$ cat src/rtl/gen_gamma_stream_coder.sv
// +--------------------------------------------------------------------------+
// | gen_gamma_stream_coder                                                    |
// | Streaming gamma coder: buffers noise keys in a FIFO and mixes one key     |
// | into each handshaked data word (add to encode, subtract to decode).       |
// | Optional feature macro: GAMMA_KEY_WHITEN_EN (XOR-whitened key storage).   |
// | Revision: 1.0 - initial streaming release                                 |
// +--------------------------------------------------------------------------+
`default_nettype none

module gen_gamma_stream_coder #(
  parameter int SIZE  = 8,
  parameter int DEPTH = 4,
  parameter int CNT_W = 16
) (
  input  logic             clk,
  input  logic             rst,
  input  logic             en,
  input  logic [SIZE-1:0]  noise,
  input  logic             noise_vld,
  input  logic             dec,
  input  logic             in_valid,
  output logic             in_ready,
  input  logic [SIZE:0]    in_data,
  input  logic [SIZE-1:0]  in_key,
  output logic             out_valid,
  input  logic             out_ready,
  output logic [SIZE:0]    out_data,
  output logic [SIZE-1:0]  out_key,
  output logic             key_empty,
  output logic             key_full,
  output logic [CNT_W-1:0] word_cnt
);

  localparam int              c_aw   = $clog2(DEPTH);
  localparam logic [c_aw:0]   c_full = (c_aw+1)'(DEPTH);

  logic [SIZE-1:0] r_mem [DEPTH];
  logic [c_aw-1:0] r_wr_ptr;
  logic [c_aw-1:0] r_rd_ptr;
  logic [c_aw:0]   r_count;

  logic            w_wr;
  logic            w_pop;
  logic            w_acc;
  logic [SIZE-1:0] w_key;
  logic [SIZE-1:0] w_store;
  logic [SIZE:0]   w_ext_key;
  logic [SIZE:0]   w_mix;

  assign key_empty = (r_count == '0);
  assign key_full  = (r_count == c_full);
  assign w_wr      = en && noise_vld && !key_full;

  assign in_ready  = (!out_valid || out_ready) && (dec || !key_empty);
  assign w_acc     = in_valid && in_ready;
  assign w_pop     = w_acc && !dec;

  assign w_key     = dec ? in_key : r_mem[r_rd_ptr];
  assign w_ext_key = {1'b0, w_key};
  // Encode ignores in_data[SIZE]; the carry of the add lands in bit SIZE.
  assign w_mix     = dec ? (in_data - w_ext_key)
                         : ({1'b0, in_data[SIZE-1:0]} + w_ext_key);

`ifdef GAMMA_KEY_WHITEN_EN
  logic [SIZE-1:0] r_prev;

  always_ff @(posedge clk or posedge rst) begin
    if (rst) begin
      r_prev <= '0;
    end else if (w_wr) begin
      r_prev <= noise;
    end
  end

  assign w_store = noise ^ r_prev;
`else
  assign w_store = noise;
`endif

  // Storage is not reset: the pointers alone decide what is valid.
  always_ff @(posedge clk) begin
    if (w_wr) begin
      r_mem[r_wr_ptr] <= w_store;
    end
  end

  always_ff @(posedge clk or posedge rst) begin
    if (rst) begin
      r_wr_ptr <= '0;
      r_rd_ptr <= '0;
      r_count  <= '0;
    end else begin
      if (w_wr) begin
        r_wr_ptr <= r_wr_ptr + c_aw'(1);
      end
      if (w_pop) begin
        r_rd_ptr <= r_rd_ptr + c_aw'(1);
      end
      case ({w_wr, w_pop})
        2'b10:   r_count <= r_count + (c_aw+1)'(1);
        2'b01:   r_count <= r_count - (c_aw+1)'(1);
        default: r_count <= r_count;
      endcase
    end
  end

  always_ff @(posedge clk or posedge rst) begin
    if (rst) begin
      out_valid <= 1'b0;
      out_data  <= '0;
      out_key   <= '0;
      word_cnt  <= '0;
    end else begin
      if (w_acc) begin
        out_valid <= 1'b1;
        out_data  <= w_mix;
        out_key   <= w_key;
        word_cnt  <= word_cnt + CNT_W'(1);
      end else if (out_ready) begin
        out_valid <= 1'b0;
      end
    end
  end

endmodule

`default_nettype wire

$ cat config.mk
export PLATFORM = sky130hd
export DESIGN_NAME = gen_gamma_stream_coder
export DESIGN_NICKNAME = d
export VERILOG_FILES = /design/src/rtl/gen_gamma_stream_coder.sv
export SDC_FILE = /design/constraint.sdc
export NUM_CORES = 1
export LEC_CHECK = 0
export CORE_UTILIZATION = 47
export CTS_CLUSTER_DIAMETER = 30
export CTS_CLUSTER_SIZE = 25
export DETAILED_ROUTE_END_ITERATION = 10
export PLACE_DENSITY = 0.82
export SLEW_MARGIN = 10
export SYNTH_ARGS = -nofsm -noshare
export SYNTH_HDL_FRONTEND = slang
export SYNTH_SLANG_ARGS = --single-unit
$ cat constraint.sdc
create_clock -name clk -period 3.05 [get_ports clk]
set_input_delay 0.61 -clock clk [delete_from_list [all_inputs] [get_ports clk]]
set_output_delay 0.61 -clock clk [all_outputs]
set_load 0.02 [all_outputs]
==> impl_metrics.py, run 1 <==
metrics = {
    "clock_tree": {
        "clock_sink_count": 73,
        "ctsLongestPathBuffers": 2,
        "cts.clk_slew.worst_paths_ns": 0.08,
        "cts_tree": "built",
        "cts_made_buffers": 9,
        "ctsResizeCount": 0,
        "htree_num_levels": 3,
        "cts.root.buffer_cell": "sky130_fd_sc_hd__clkbuf_8",
        "cts_hold_buffers": 0,
        "clock_insertion_delay_worst_skew_ns": 0.34,
        "postCtsSetupRepairBufs": 0,
    },
    "die": {
        "dieArea_sq_um": 8356,
        "rows": 32,
        "die_h_um": 91.41,
        "die_width_um": 91.41,
        "core_area_sq_um": 7727,
        "pin_count": 69,
        "start_util_pct": 48.62,
    },
    "logic_synthesis": {
        "syn-mean-instance-area_sq_um": 11.85,
        "syn-num-nets": 376,
        "synth_most_common_cell": "sky130_fd_sc_hd__dfrtp_1",
        "post_synth_instance_area_sq_um": 3757,
        "post_synth_xor_area_fraction_pct": 6.294,
        "synth.distinct_cells": 43,
        "post-synth-top-area-cell": "sky130_fd_sc_hd__dfrtp_1",
        "yosysSeqAreaShare_pct": 52.88,
        "synth-edff-count": 32,
        "post_synth_most_frequent_cells": "sky130_fd_sc_hd__dfrtp_1 (41), sky130_fd_sc_hd__nand2_1 (35), sky130_fd_sc_hd__edfxtp_1 (32)",
        "synth_compound_area_share_pct": 8.425,
        "yosysTopAreaCellShare_pct": 27.31,
        "yosys_register_bits": 73,
        "synth.mux.area_fraction_pct": 7.493,
        "synth_adder_area_share_pct": 9.590,
        "synth_simple_gate_area_share_pct": 11.49,
        "synth_instances": 317,
        "post_synth_main_area_contributors": "sky130_fd_sc_hd__dfrtp_1 (27%), sky130_fd_sc_hd__edfxtp_1 (26%), sky130_fd_sc_hd__ha_1 (8.0%), sky130_fd_sc_hd__mux4_2 (4.8%), sky130_fd_sc_hd__xnor2_1 (4.0%)",
        "postSynth.asyncResetShare_pct": 56.16,
        "ys.flop_type": "sky130_fd_sc_hd__dfrtp_1",
        "combinational_family_with_the_most_area_after_synthesis": "simple AND/OR/NAND/NOR gates",
        "ys_warn_count": 0,
    },
    "timing": {
        "hold_violations": 0,
        "shortest_clock_period_the_worst_path_allows_after_layout_ns": 2.959,
        "slew_at_the_pin_closest_to_its_max_slew_limit_ns": 0.5911,
        "clock-skew-final_ns": 0.01132,
        "final-setup-viol-count": 0,
        "fin_hold_ws_ns": 0.4708,
        "final.period_utilization_pct": 97.01,
        "slew_viol_final": 0,
        "highest_clock_rate_mhz": 338.0,
        "rsz0062_at_grt": "no",
        "totalNegativeSetupSlack_ns": 0,
        "max_slew_margin_pct": 60.59,
    },
    "global_routing": {
        "grt.overflow.total": 0,
        "grt_pass1_vias": 2668,
        "gr-usage-all-layers_pct": 20.31,
        "grt_max_degree": 42,
        "grt_antenna_before_repair": 0,
        "grt_pass1_wl_um": 12900,
    },
    "power_and_ir_drop": {
        "power.combinational.fraction_pct": 42.9,
        "leakage_nw": 2.068,
        "internal_power_mw": 2.610,
        "power.switching_fraction_pct": 35.46,
        "sequentialPowerShare_pct": 36.3,
        "power.switching_mw": 1.434,
        "post-layout-total-power_mw": 4.044,
        "clock_group_share_of_total_power_pct": 20.7,
        "pwr_density_cell_nw_per_um2": 822.9,
        "vdd_ir_drop_max_mv": 0.3641,
    },
    "finish": {
        "layout.core_utilization_pct": 63.58,
        "layout-drive-gt1-share_pct": 13.63,
        "area_growth_pct": 30.77,
        "layout.nets": 465,
        "finish.instance_area_sq_um": 4913,
        "antennaDiodeCount": 0,
    },
    "critical_path": {
        "worst-path-max-fanout": 8,
        "criticalPathCategory": "primary input to primary output",
        "end_kind": "primary output",
        "cpPeakStageDelay_ns": 0.67,
        "path_common_cell": "sky130_fd_sc_hd__clkdlybuf4s50_1",
        "crit_path_start_kind": "primary input",
        "crit_start": "dec",
        "critPathArrivalTime_ns": 2.35,
        "worstPathCellList": "clkdlybuf4s50_1, inv_1, buf_4, a21boi_0, clkdlybuf4s50_1",
        "slowest_stage": "sky130_fd_sc_hd__clkdlybuf4s50_1",
        "reg2regPathDepth": 11,
        "worst-endpoint-required_ns": 2.44,
        "crit-reg2reg-launch": "r_rd_ptr[1]",
        "worst_path_dominant_cell_family": "buffers and inverters",
        "cp.depth": 5,
        "cp.buffers_inverters": 4,
    },
    "hold_path": {
        "holdCritPathClass": "flip-flop to flip-flop",
        "hold_path.startpoint": "word_cnt[15]",
        "hold_path_depth": 1,
    },
    "route": {
        "wirelength_per_cell_um": 15.26,
        "detailedRoute.firstPassIterationCount": 4,
        "post-route-drc-count": 0,
        "ratio_of_routed_vias_to_standard_cells": 5.078,
        "vias": 2605,
        "totalWireLength_um": 7830,
        "dr.first_iter.drc_count": 142,
        "final_antenna_net_count": 0,
    },
    "job": {
        "cap_viol_max_count": 0,
    },
    "placement": {
        "dpl.hpwl_um": 5920,
        "post_dp_cell_area_sq_um": 4669,
        "place_congestion": 0.8601,
        "portBuffers": 68,
    },
    "run_status": {
        "status": "completed",
    },
}
registers in the layout (all words and copies together), names as in the netlist:
name and flops:
r_mem 32, word_cnt 16, out_data 9, out_key 8
r_count 3, r_rd_ptr 2, r_wr_ptr 2, out_valid 1
power by group through the flow:
stage / combinational (mW) / clock (mW) / sequential (mW)
final: 1.74 / 0.839 / 1.47
after global routing: 1.89 / 0.891 / 1.50
after CTS: 1.72 / 0.855 / 1.47
after detailed placement: 1.71 / 0 / 1.49
after global placement: 1.67 / 0 / 1.48
after floorplan: 0.901 / 0 / 1.61
worst reg2reg max path, cell delays in order (launching register included):
cell,delay (ns)
sky130_fd_sc_hd__dfrtp_1,0.58
sky130_fd_sc_hd__mux4_2,0.39
sky130_fd_sc_hd__nand2_1,0.13
sky130_fd_sc_hd__nand2_1,0.09
sky130_fd_sc_hd__ha_1,0.21
sky130_fd_sc_hd__fa_1,0.41
sky130_fd_sc_hd__nor2b_1,0.19
sky130_fd_sc_hd__o2111ai_1,0.15
sky130_fd_sc_hd__a31oi_1,0.20
sky130_fd_sc_hd__xor2_1,0.17
sky130_fd_sc_hd__nand3_1,0.09
sky130_fd_sc_hd__o211a_1,0.16
metrics by stage:
step	std cells	worst slack, ns
2_1_floorplan	317	0.1555
3_3_place_gp	497	-0.06921
3_5_place_dp	497	-0.09664
4_1_cts	513	0.09893
5_1_grt	513	0.03254
6_report	513	0.09108
layout by cell type (no fill, tap or decap), types with 11 or more instances in the layout:
cell type and n:
sky130_fd_sc_hd__xnor2_1 17, sky130_fd_sc_hd__o21ai_0 20, sky130_fd_sc_hd__ha_1 22, sky130_fd_sc_hd__nand2_1 35
sky130_fd_sc_hd__buf_4 19, sky130_fd_sc_hd__dfrtp_1 40, sky130_fd_sc_hd__edfxtp_1 32, sky130_fd_sc_hd__clkdlybuf4s50_1 68
sky130_fd_sc_hd__a21oi_1 11, sky130_fd_sc_hd__inv_1 28
final cells by class:
| cell class | count | area, sq um |
|---|---|---|
| repair buffers | 87 | 823.3 |
| inverters | 28 | 105.1 |
| clock buffers | 11 | 141.4 |
| multi-input cells | 207 | 1649 |
| clock inverters | 5 | 78.83 |
| well taps | 102 | 127.6 |
| fillers | 603 | 2814 |
| flip-flops and latches | 73 | 1988 |
logic make-up (layout without fill, tap and decap cells):
family                   count (synthesis)  in the layout
AO/OA/AOI/OAI                           50             50
XOR/XNOR                                27             27
adder cells (fa/ha/maj)                 27             27
buffers and inverters                   37            131
flip-flops                              73             73
multiplexers                            18             18
AND/OR/NAND/NOR                         85             85
metal layers:
metal | up-vias | global-route usage, % | wire length (um)
met5 | - | 0 | 0
met4 | 0 | 7.937 | 61
met3 | 5 | 3.601 | 306
met2 | 70 | 34.71 | 3981
met1 | 1246 | 25.57 | 3480
li1 | 1284 | - | -
final timing paths:
kind	endpoint	slack (ns)
setup / recovery	in_ready	0.09
hold / removal	word_cnt[15]	0.47
setup reg to reg	out_data[8]	0.18
hold reg to reg	word_cnt[15]	0.47
max in group asynchronous	r_rd_ptr[0]	1.97
min in group asynchronous	r_wr_ptr[1]	0.69
Power figures use the tool's default switching activity.
==> inputs of run 2 (changes only) <==
- ABC_CLOCK_PERIOD_IN_PS: default -> 3050
==> results of run 2 <==
The final DEF is identical to that of run 1; final timing and power are the same.
